<file path="src/rtl/icache_refill_pkg.sv">
// Shared constants and types for the instruction-cache miss-refill engine.
// Line geometry lives here so the engine, its interface and benches agree on it.
package icache_pkg;

  localparam int unsigned LINE_WORDS = 8;
  localparam int unsigned OFFSET_W   = $clog2(LINE_WORDS);
  localparam int unsigned INDEX_LSB  = 5;
  localparam int unsigned INDEX_W    = 7;

  localparam logic [1:0] BURST_INCR = 2'b01;
  localparam logic [1:0] BURST_WRAP = 2'b10;
  localparam logic [1:0] RESP_OKAY  = 2'b00;
  localparam logic [2:0] SIZE_4B    = 3'b010;

  typedef enum logic [1:0] {
    StIdle,
    StAr,
    StRd,
    StDone
  } refill_state_e;

endpackage

</file>
<file path="src/rtl/icache_refill_if.sv">
// AXI4 read address and read data channels used by the refill engine.
// The engine is the master; the memory side or a bench model is the slave.
interface icache_refill_if;

  logic        arvalid;
  logic        arready;
  logic [31:0] araddr;
  logic [7:0]  arlen;
  logic [2:0]  arsize;
  logic [1:0]  arburst;
  logic        rvalid;
  logic        rready;
  logic [31:0] rdata;
  logic [1:0]  rresp;
  logic        rlast;

  modport master (
    output arvalid, araddr, arlen, arsize, arburst, rready,
    input  arready, rvalid, rdata, rresp, rlast
  );

  modport slave (
    input  arvalid, araddr, arlen, arsize, arburst, rready,
    output arready, rvalid, rdata, rresp, rlast
  );

endinterface

</file>
<file path="src/rtl/icache_refill.sv">
// Icache line refill: one AXI4 read burst per miss, each beat written to its word bank.
// Define ICACHE_CRIT_WORD_FIRST_EN to fetch the missed word first with a WRAP burst.
module icache_refill
  import icache_pkg::*;
(
  input  logic                  clk,
  input  logic                  rst,
  input  logic                  miss_valid,
  input  logic [31:0]           miss_addr,
  output logic                  miss_ready,
  icache_refill_if.master       axi,
  output logic [LINE_WORDS-1:0] ram_en,
  output logic [3:0]            ram_wen,
  output logic [31:0]           ram_addr,
  output logic [31:0]           ram_wdata,
  output logic                  crit_valid,
  output logic [31:0]           crit_data,
  output logic                  refill_done,
  output logic                  refill_err,
  output logic [INDEX_W-1:0]    refill_index
);

  localparam int unsigned WordLsb = INDEX_LSB - OFFSET_W;
  localparam logic [OFFSET_W:0] FullCnt = (OFFSET_W + 1)'(LINE_WORDS);
  localparam logic [LINE_WORDS-1:0] OneBank = {{(LINE_WORDS - 1){1'b0}}, 1'b1};

  refill_state_e         state_q, state_d;
  logic [31:WordLsb]     addr_q, addr_d;
  logic [31:0]           araddr_q, araddr_d;
  logic [7:0]            arlen_q, arlen_d;
  logic [2:0]            arsize_q, arsize_d;
  logic [1:0]            arburst_q, arburst_d;
  logic [OFFSET_W-1:0]   bank_q, bank_d;
  logic [OFFSET_W:0]     cnt_q, cnt_d;
  logic                  err_q, err_d;
  logic                  ready_q;
  logic [LINE_WORDS-1:0] ram_en_q, ram_en_d;
  logic [31:0]           ram_wdata_q, ram_wdata_d;
  logic                  crit_valid_q, crit_valid_d;
  logic [31:0]           crit_data_q, crit_data_d;

  always_comb begin
    state_d      = state_q;
    addr_d       = addr_q;
    araddr_d     = araddr_q;
    arlen_d      = arlen_q;
    arsize_d     = arsize_q;
    arburst_d    = arburst_q;
    bank_d       = bank_q;
    cnt_d        = cnt_q;
    err_d        = err_q;
    ram_en_d     = '0;
    ram_wdata_d  = ram_wdata_q;
    crit_valid_d = 1'b0;
    crit_data_d  = crit_data_q;

    unique case (state_q)
      StIdle: begin
        if (miss_valid && ready_q) begin
          addr_d   = miss_addr[31:WordLsb];
          arlen_d  = 8'(LINE_WORDS - 1);
          arsize_d = SIZE_4B;
          cnt_d    = '0;
          err_d    = 1'b0;
`ifdef ICACHE_CRIT_WORD_FIRST_EN
          araddr_d  = miss_addr & ~32'h3;
          arburst_d = BURST_WRAP;
          bank_d    = miss_addr[WordLsb +: OFFSET_W];
`else
          araddr_d  = miss_addr & ~32'((1 << INDEX_LSB) - 1);
          arburst_d = BURST_INCR;
          bank_d    = '0;
`endif
          state_d = StAr;
        end
      end
      StAr: begin
        if (axi.arready) state_d = StRd;
      end
      StRd: begin
        if (axi.rvalid) begin
          ram_en_d     = OneBank << bank_q;
          ram_wdata_d  = axi.rdata;
          crit_valid_d = (bank_q == addr_q[WordLsb +: OFFSET_W]);
          crit_data_d  = axi.rdata;
          bank_d       = bank_q + 1'b1;
          cnt_d        = cnt_q + 1'b1;
          if (axi.rresp != RESP_OKAY) err_d = 1'b1;
          if (axi.rlast) begin
            state_d = StDone;
            if (cnt_d != FullCnt) err_d = 1'b1;
          end else if (cnt_d == FullCnt) begin
            // Slave overran the line without rlast: stop accepting and flag it.
            state_d = StDone;
            err_d   = 1'b1;
          end
        end
      end
      StDone: state_d = StIdle;
      default: state_d = StIdle;
    endcase
  end

  always_ff @(posedge clk or negedge rst) begin
    if (!rst) begin
      state_q      <= StIdle;
      addr_q       <= '0;
      araddr_q     <= '0;
      arlen_q      <= '0;
      arsize_q     <= '0;
      arburst_q    <= '0;
      bank_q       <= '0;
      cnt_q        <= '0;
      err_q        <= 1'b0;
      ready_q      <= 1'b0;
      ram_en_q     <= '0;
      ram_wdata_q  <= '0;
      crit_valid_q <= 1'b0;
      crit_data_q  <= '0;
    end else begin
      state_q      <= state_d;
      addr_q       <= addr_d;
      araddr_q     <= araddr_d;
      arlen_q      <= arlen_d;
      arsize_q     <= arsize_d;
      arburst_q    <= arburst_d;
      bank_q       <= bank_d;
      cnt_q        <= cnt_d;
      err_q        <= err_d;
      ready_q      <= (state_d == StIdle);
      ram_en_q     <= ram_en_d;
      ram_wdata_q  <= ram_wdata_d;
      crit_valid_q <= crit_valid_d;
      crit_data_q  <= crit_data_d;
    end
  end

  assign miss_ready   = ready_q;
  assign axi.arvalid  = (state_q == StAr);
  assign axi.araddr   = araddr_q;
  assign axi.arlen    = arlen_q;
  assign axi.arsize   = arsize_q;
  assign axi.arburst  = arburst_q;
  assign axi.rready   = (state_q == StRd);

  assign ram_en       = ram_en_q;
  assign ram_wen      = (|ram_en_q) ? 4'hF : 4'h0;
  assign ram_addr     = {addr_q[31:INDEX_LSB], {INDEX_LSB{1'b0}}};
  assign ram_wdata    = ram_wdata_q;
  assign crit_valid   = crit_valid_q;
  assign crit_data    = crit_data_q;
  assign refill_done  = (state_q == StDone);
  assign refill_err   = refill_done & err_q;
  assign refill_index = refill_done ? addr_q[INDEX_LSB +: INDEX_W] : '0;

endmodule

</file>
<file path="src/flat_wrapper.sv">
// flat-port wrapper written by rule: the top's interface ports become plain ports
module icache_refill_flat import icache_pkg::*;
  (clk, rst, miss_valid, miss_addr, miss_ready, ram_en, ram_wen, ram_addr, ram_wdata, crit_valid, crit_data, refill_done, refill_err, refill_index, axi_arvalid, axi_araddr, axi_arlen, axi_arsize, axi_arburst, axi_rready, axi_arready, axi_rvalid, axi_rdata, axi_rresp, axi_rlast);
  icache_refill_if axi_i ();
  input  logic clk;
  input  logic rst;
  input  logic miss_valid;
  input  logic [31:0] miss_addr;
  output logic miss_ready;
  output logic [LINE_WORDS-1:0] ram_en;
  output logic [3:0] ram_wen;
  output logic [31:0] ram_addr;
  output logic [31:0] ram_wdata;
  output logic crit_valid;
  output logic [31:0] crit_data;
  output logic refill_done;
  output logic refill_err;
  output logic [INDEX_W-1:0] refill_index;
  output wire logic [$bits(axi_i.arvalid)-1:0] axi_arvalid;
  output wire logic [$bits(axi_i.araddr)-1:0] axi_araddr;
  output wire logic [$bits(axi_i.arlen)-1:0] axi_arlen;
  output wire logic [$bits(axi_i.arsize)-1:0] axi_arsize;
  output wire logic [$bits(axi_i.arburst)-1:0] axi_arburst;
  output wire logic [$bits(axi_i.rready)-1:0] axi_rready;
  input wire logic [$bits(axi_i.arready)-1:0] axi_arready;
  input wire logic [$bits(axi_i.rvalid)-1:0] axi_rvalid;
  input wire logic [$bits(axi_i.rdata)-1:0] axi_rdata;
  input wire logic [$bits(axi_i.rresp)-1:0] axi_rresp;
  input wire logic [$bits(axi_i.rlast)-1:0] axi_rlast;
  assign axi_arvalid = axi_i.arvalid;
  assign axi_araddr = axi_i.araddr;
  assign axi_arlen = axi_i.arlen;
  assign axi_arsize = axi_i.arsize;
  assign axi_arburst = axi_i.arburst;
  assign axi_rready = axi_i.rready;
  assign axi_i.arready = axi_arready;
  assign axi_i.rvalid = axi_rvalid;
  assign axi_i.rdata = axi_rdata;
  assign axi_i.rresp = axi_rresp;
  assign axi_i.rlast = axi_rlast;
  icache_refill u_core (.clk(clk), .rst(rst), .miss_valid(miss_valid), .miss_addr(miss_addr), .miss_ready(miss_ready), .axi(axi_i), .ram_en(ram_en), .ram_wen(ram_wen), .ram_addr(ram_addr), .ram_wdata(ram_wdata), .crit_valid(crit_valid), .crit_data(crit_data), .refill_done(refill_done), .refill_err(refill_err), .refill_index(refill_index));
endmodule
</file>
<file path="config.mk">
export PLATFORM = sky130hd
export DESIGN_NAME = icache_refill_flat
export DESIGN_NICKNAME = d
export VERILOG_FILES = /design/src/rtl/icache_refill_pkg.sv /design/src/rtl/icache_refill_if.sv /design/src/rtl/icache_refill.sv /design/src/flat_wrapper.sv
export SDC_FILE = /design/constraint.sdc
export NUM_CORES = 1
export LEC_CHECK = 0
export ABC_AREA = 1
export ABC_CLOCK_PERIOD_IN_PS = 1100
export CAP_MARGIN = 10
export CORE_ASPECT_RATIO = 0.7
export CORE_UTILIZATION = 25
export DETAILED_ROUTE_END_ITERATION = 10
export PLACE_DENSITY = 0.69
export SYNTH_ARGS = -nofsm -noshare
export SYNTH_HDL_FRONTEND = slang
export SYNTH_SLANG_ARGS = --single-unit
</file>
<file path="constraint.sdc">
create_clock -name clk -period 1.1 [get_ports clk]
set_input_delay 0.165 -clock clk [delete_from_list [all_inputs] [get_ports clk]]
set_output_delay 0.165 -clock clk [all_outputs]
set_load 0.1 [all_outputs]
</file>
* After elaboration in Yosys (flattened, before gate mapping) *
Index checks and enable logic that the tools add are counted.

word-level totals
  input port bits = 72
  logic and storage cells = 58
  output and inout bits = 166
  register bits after elaboration = 111

operators by class
  shift-type cells = 1
  reduce and logical (&&, ||, !) cells = 9
  add/sub/neg operators = 2
  equality and inequality tests = 8
  muxes and demuxes = 25
  bitwise gates (word level) = 1

operators by type and width
  kind                 count
  $mux 8               2
  $mux 4               3
  $mux 2               5
  $mux 1               8
  $pmux 2 s4           1
  $pmux 4 s2           1
  $reduce_or 8->1      1
  $shl 1x3->8 const A  1
  $mux 7               1
  $mux 3               2
  $pmux 3 s2           1
  $add 4x1->4 const B  1
  $eq 2x2->1 const B   2
  $eq 4x4->1 const B   1
  $logic_not 2->1      2
  $ne 2x1->1 const B   2
  $ne 4x4->1 const B   1
  $reduce_and 2->1     2
  $reduce_bool 2->1    2
  $add 3x1->3 const B  1
  $eq 3x3->1           1
  $reduce_and 3->1     1
  $eq 2x1->1 const B   1
  $pmux 1 s2           1
  2 further kinds      2

* Longest topological paths before layout *
  word-level depth = 7
  gate-level depth with buffers = 8
  mapped depth without buffers = 8

* Worst setup path after synthesis *
No wires, ideal clock.

  path type = register -> output
  start = reg u_core.ram_en_q[1] (netlist: u_core.ram_en[1])
  end = out ram_wen[1]
  path slack = -1.282 ns
  data required time = 0.935 ns
  stages on the path, launching flop included = 4
  arrival time = 2.217 ns
  path buffers = 1
  cell sequence = dfrtp_1 > nor4_1 > nand2_1 > buf_4

on the way
  word-level cells in the longest chain between the ends = 2

RTL lines
  what                      line                  RTL
  start: declaration        icache_refill.sv:37   logic [LINE_WORDS-1:0] ram_en_q, ram_en_d;
  start signal: assignment  icache_refill.sv:131  ram_en_q <= ram_en_d;
  $reduce_or 8->1           icache_refill.sv:147  assign ram_wen = (|ram_en_q) ? 4'hF : 4'h0;
  $mux 4                    icache_refill.sv:147
  end: declaration          flat_wrapper.sv:11    output logic [3:0] ram_wen;

No other way between the ends.

* Final worst setup path *
  start = reg u_core.ram_en_q[2] (netlist: u_core.ram_en[2])
  end = out ram_wen[3]

The elaborated chain is that of the path after synthesis.

==> impl_results.md <==
- Share of layout cells above drive strength 1: 0.726
- CTS tree: yes
- Worst setup EP type: output pin
- Reg clk slew, reported paths: 0.06 ns
- Final #Nets: ~790
- Drc violations: 0
- Largest net degree at the start of global routing: 40
- Vias: just under 4000
- Synth unique cells: 28
- Final setup viols: 230
- WL/cell: roughly 15 um
- Sequential area share after synthesis: 0.489
- Number of max-cap violations: 0
- TritonCTS Buffers: 9
- Worst Slack Setup Final: -0.491 ns
- Worst Setup Start Kind: flip-flop
- DRT antenna net count: 0
- Setup Crit Path Kind: reg -> out
- CTS Sinks: a little over 80
- Final Max Tran Viols: 0
- Post-Synthesis Cells: a little under 500
- Initial antenna violation count: 0
- Post-DP Area: ~0.008 mm^2
- DR iter-0 viols: between 90 and 100
- I/O pin cnt: about 240
- Root Buffer: clkbuf_16
- Synth-to-Final Area Change: 138%
- Max Fclk: 629 MHz
- Unrepaired setup endpoints after global routing: yes
- Vias in the first global route: ~4100
- Reg2Reg Launch Point: u_core.state_q[0]$_DFF_PN0_
- Total routed wirelength: 14600 um
- Hold WC Path Type: in -> async
- Synth top area cells: dfrtp_1 (49%), buf_4 (20%), nand2_1 (16%), ha_1 (2.1%), inv_1 (1.9%)
- Congestion Overflow GR: 0
- Synth area leader: dfrtp_1
- Routability cong.: between 0.7 and 0.8
- Synthesized cell area: between 0.004 and 0.005 mm^2
- HPWL after detailed placement: roughly 9200 um
- CP startpoint: u_core.ram_en[2]$_DFF_PN0_
- CP required: roughly 0.94 ns
- Final core utilization: 0.614
- H-tree Lvls: 3
- Most common cell after layout, fill and taps aside: buf_12
- Yosys reg bits: a little over 80
- Die X: about 160 um
- Core area: 0.0164 mm^2
- Clock Tree Buf Depth: 2
- Ant. Diodes: 0
- Gr usage total: 0.166
- Share of the synthesized area in the top cell type: 0.489
- CP Max Fanout: 4
- Die height: 111 um
- First-pass iteration count of the detailed router: 4
- Vias per Instance: 4.09
- Later-pin clock latency in the skew report: 0.33 ns
- Commonest cells after routing, fill and taps aside: buf_12 (170), nand2_2 (87), clkdlybuf4s50_1 (68)
- Initial Utilization: 0.258
- Status: complete, but fails checks
- Standard-cell row count: 39
- First-pass GRT wire length: 22200 um
- PortBufs: 217
- Final Critical Period: around 1.6 ns
- Final count of hold timing violations: 0
- Crit path arrival time: between 1 and 1.5 ns
- Skew final: about 0.0064 ns
- Die area: 0.0175 mm^2
- Ys Warns: 0
- Syn_area_per_cell: about 8.7 um^2
- Final Cycle Share: 1.45
- Design area: a little over 0.01 mm^2
- Failing checks: setup timing
[cells by family (layout without fill, tap and decap cells)]
| logic type | Yosys count | after routing | synth area share |
|---|---|---|---|
| compound gates | 16 | 16 | 0.0212 |
| xor+xnor | 3 | 3 | 0.00619 |
| fa+ha+maj | 7 | 7 | 0.0206 |
| buf+inv | 152 | 368 | 0.246 |
| flops | 83 | 83 | 0.489 |
| other cells | 1 | 18 | 0.000884 |
| simple gates | 224 | 224 | 0.215 |
[state kept, by name, indices dropped and copies added, names as in the netlist, 2 cells and up]
register,count
u_core.ram_wdata,32
u_core.ram_en,8
u_core.addr_q,29
u_core.cnt_q,4
u_core.bank_q,3
u_core.state_q,2
[layout make-up]
class,count,area (um^2)
well taps,225,282
clock buffers,11,253
clock inverters,5,61.3
fillers,1245,6350
repair buffers,326,5060
inverters,26,125
multi-input cells,268,2070
flip-flops and latches,83,2250
[metrics by stage]
stage | setup TNS [ns] | hold WS (ns) | worst slack [ns] | cells
finish | -37.62 | 0.278 | -0.491 | 944
global route | -46.96 | 0.278 | -0.558 | 944
CTS | -40.61 | 0.263 | -0.523 | 927
detailed placement | -19.47 | 0.0630 | -0.300 | 863
global placement | -17.67 | 0.0654 | -0.241 | 863
floorplan | -34.47 | -0.131 | -0.566 | 503
[cell usage after synthesis]
library cell,n
xor2_1,3
conb_1,1
nor2_4,1
nor2_1,16
o21ai_0,11
dfrtp_1,83
nor4_1,2
a211oi_1,1
nand4_1,2
nand2_1,184
inv_2,4
o22ai_1,1
nand2_4,1
inv_1,22
nor2_2,1
buf_6,6
nand2_2,2
o31ai_1,1
a21oi_1,1
buf_2,8
nand3_4,1
or2_1,1
nor3_1,6
a22o_1,1
ha_1,7
nand3_1,6
nor4_2,1
buf_4,112
[final timing paths]
check                                                         to  slack [ns]  depth (start not counted)
min in group clk                   u_core.addr_q[20]$_DFFE_PN0P_        0.38                          3
worst max-delay path                                  ram_wen[3]       -0.49                          3
worst max register to register       u_core.crit_valid$_DFF_PN0_       -0.36                          7
max in group asynchronous          u_core.addr_q[16]$_DFFE_PN0P_        0.31                          3
worst min register to register      u_core.addr_q[3]$_DFFE_PN0P_        0.52                          2
worst min-delay path            u_core.ram_wdata[26]$_DFFE_PN0P_        0.28                          2
[routing by layer]
metal	vias up	part of all wire	GRT usage
li1	1811	-	-
met1	1882	0.39	0.201
met2	152	0.52	0.285
met3	17	0.073	0.0496
met4	0	0.011	0.0395
met5	-	0	0
[critical path, stage by stage, from the launching register on]
cell     delay, ns
dfrtp_2       0.42
nor4_4        0.33
nand2_4       0.15
buf_12        0.20
[repair_timing]
action                                  in CTS  in global routing
hold buffers                                 1                  0
gates cloned                                12                  0
pin swaps                                   55                 51
gates resized for setup                    185                121
endpoints found under the setup margin     230                230
setup buffers                               35                 25
endpoints found under the hold margin       44                  0
Power is left out: the tool's default activity adds up to more than one toggle a clock period on the data nets, which glitch-free logic cannot reach.
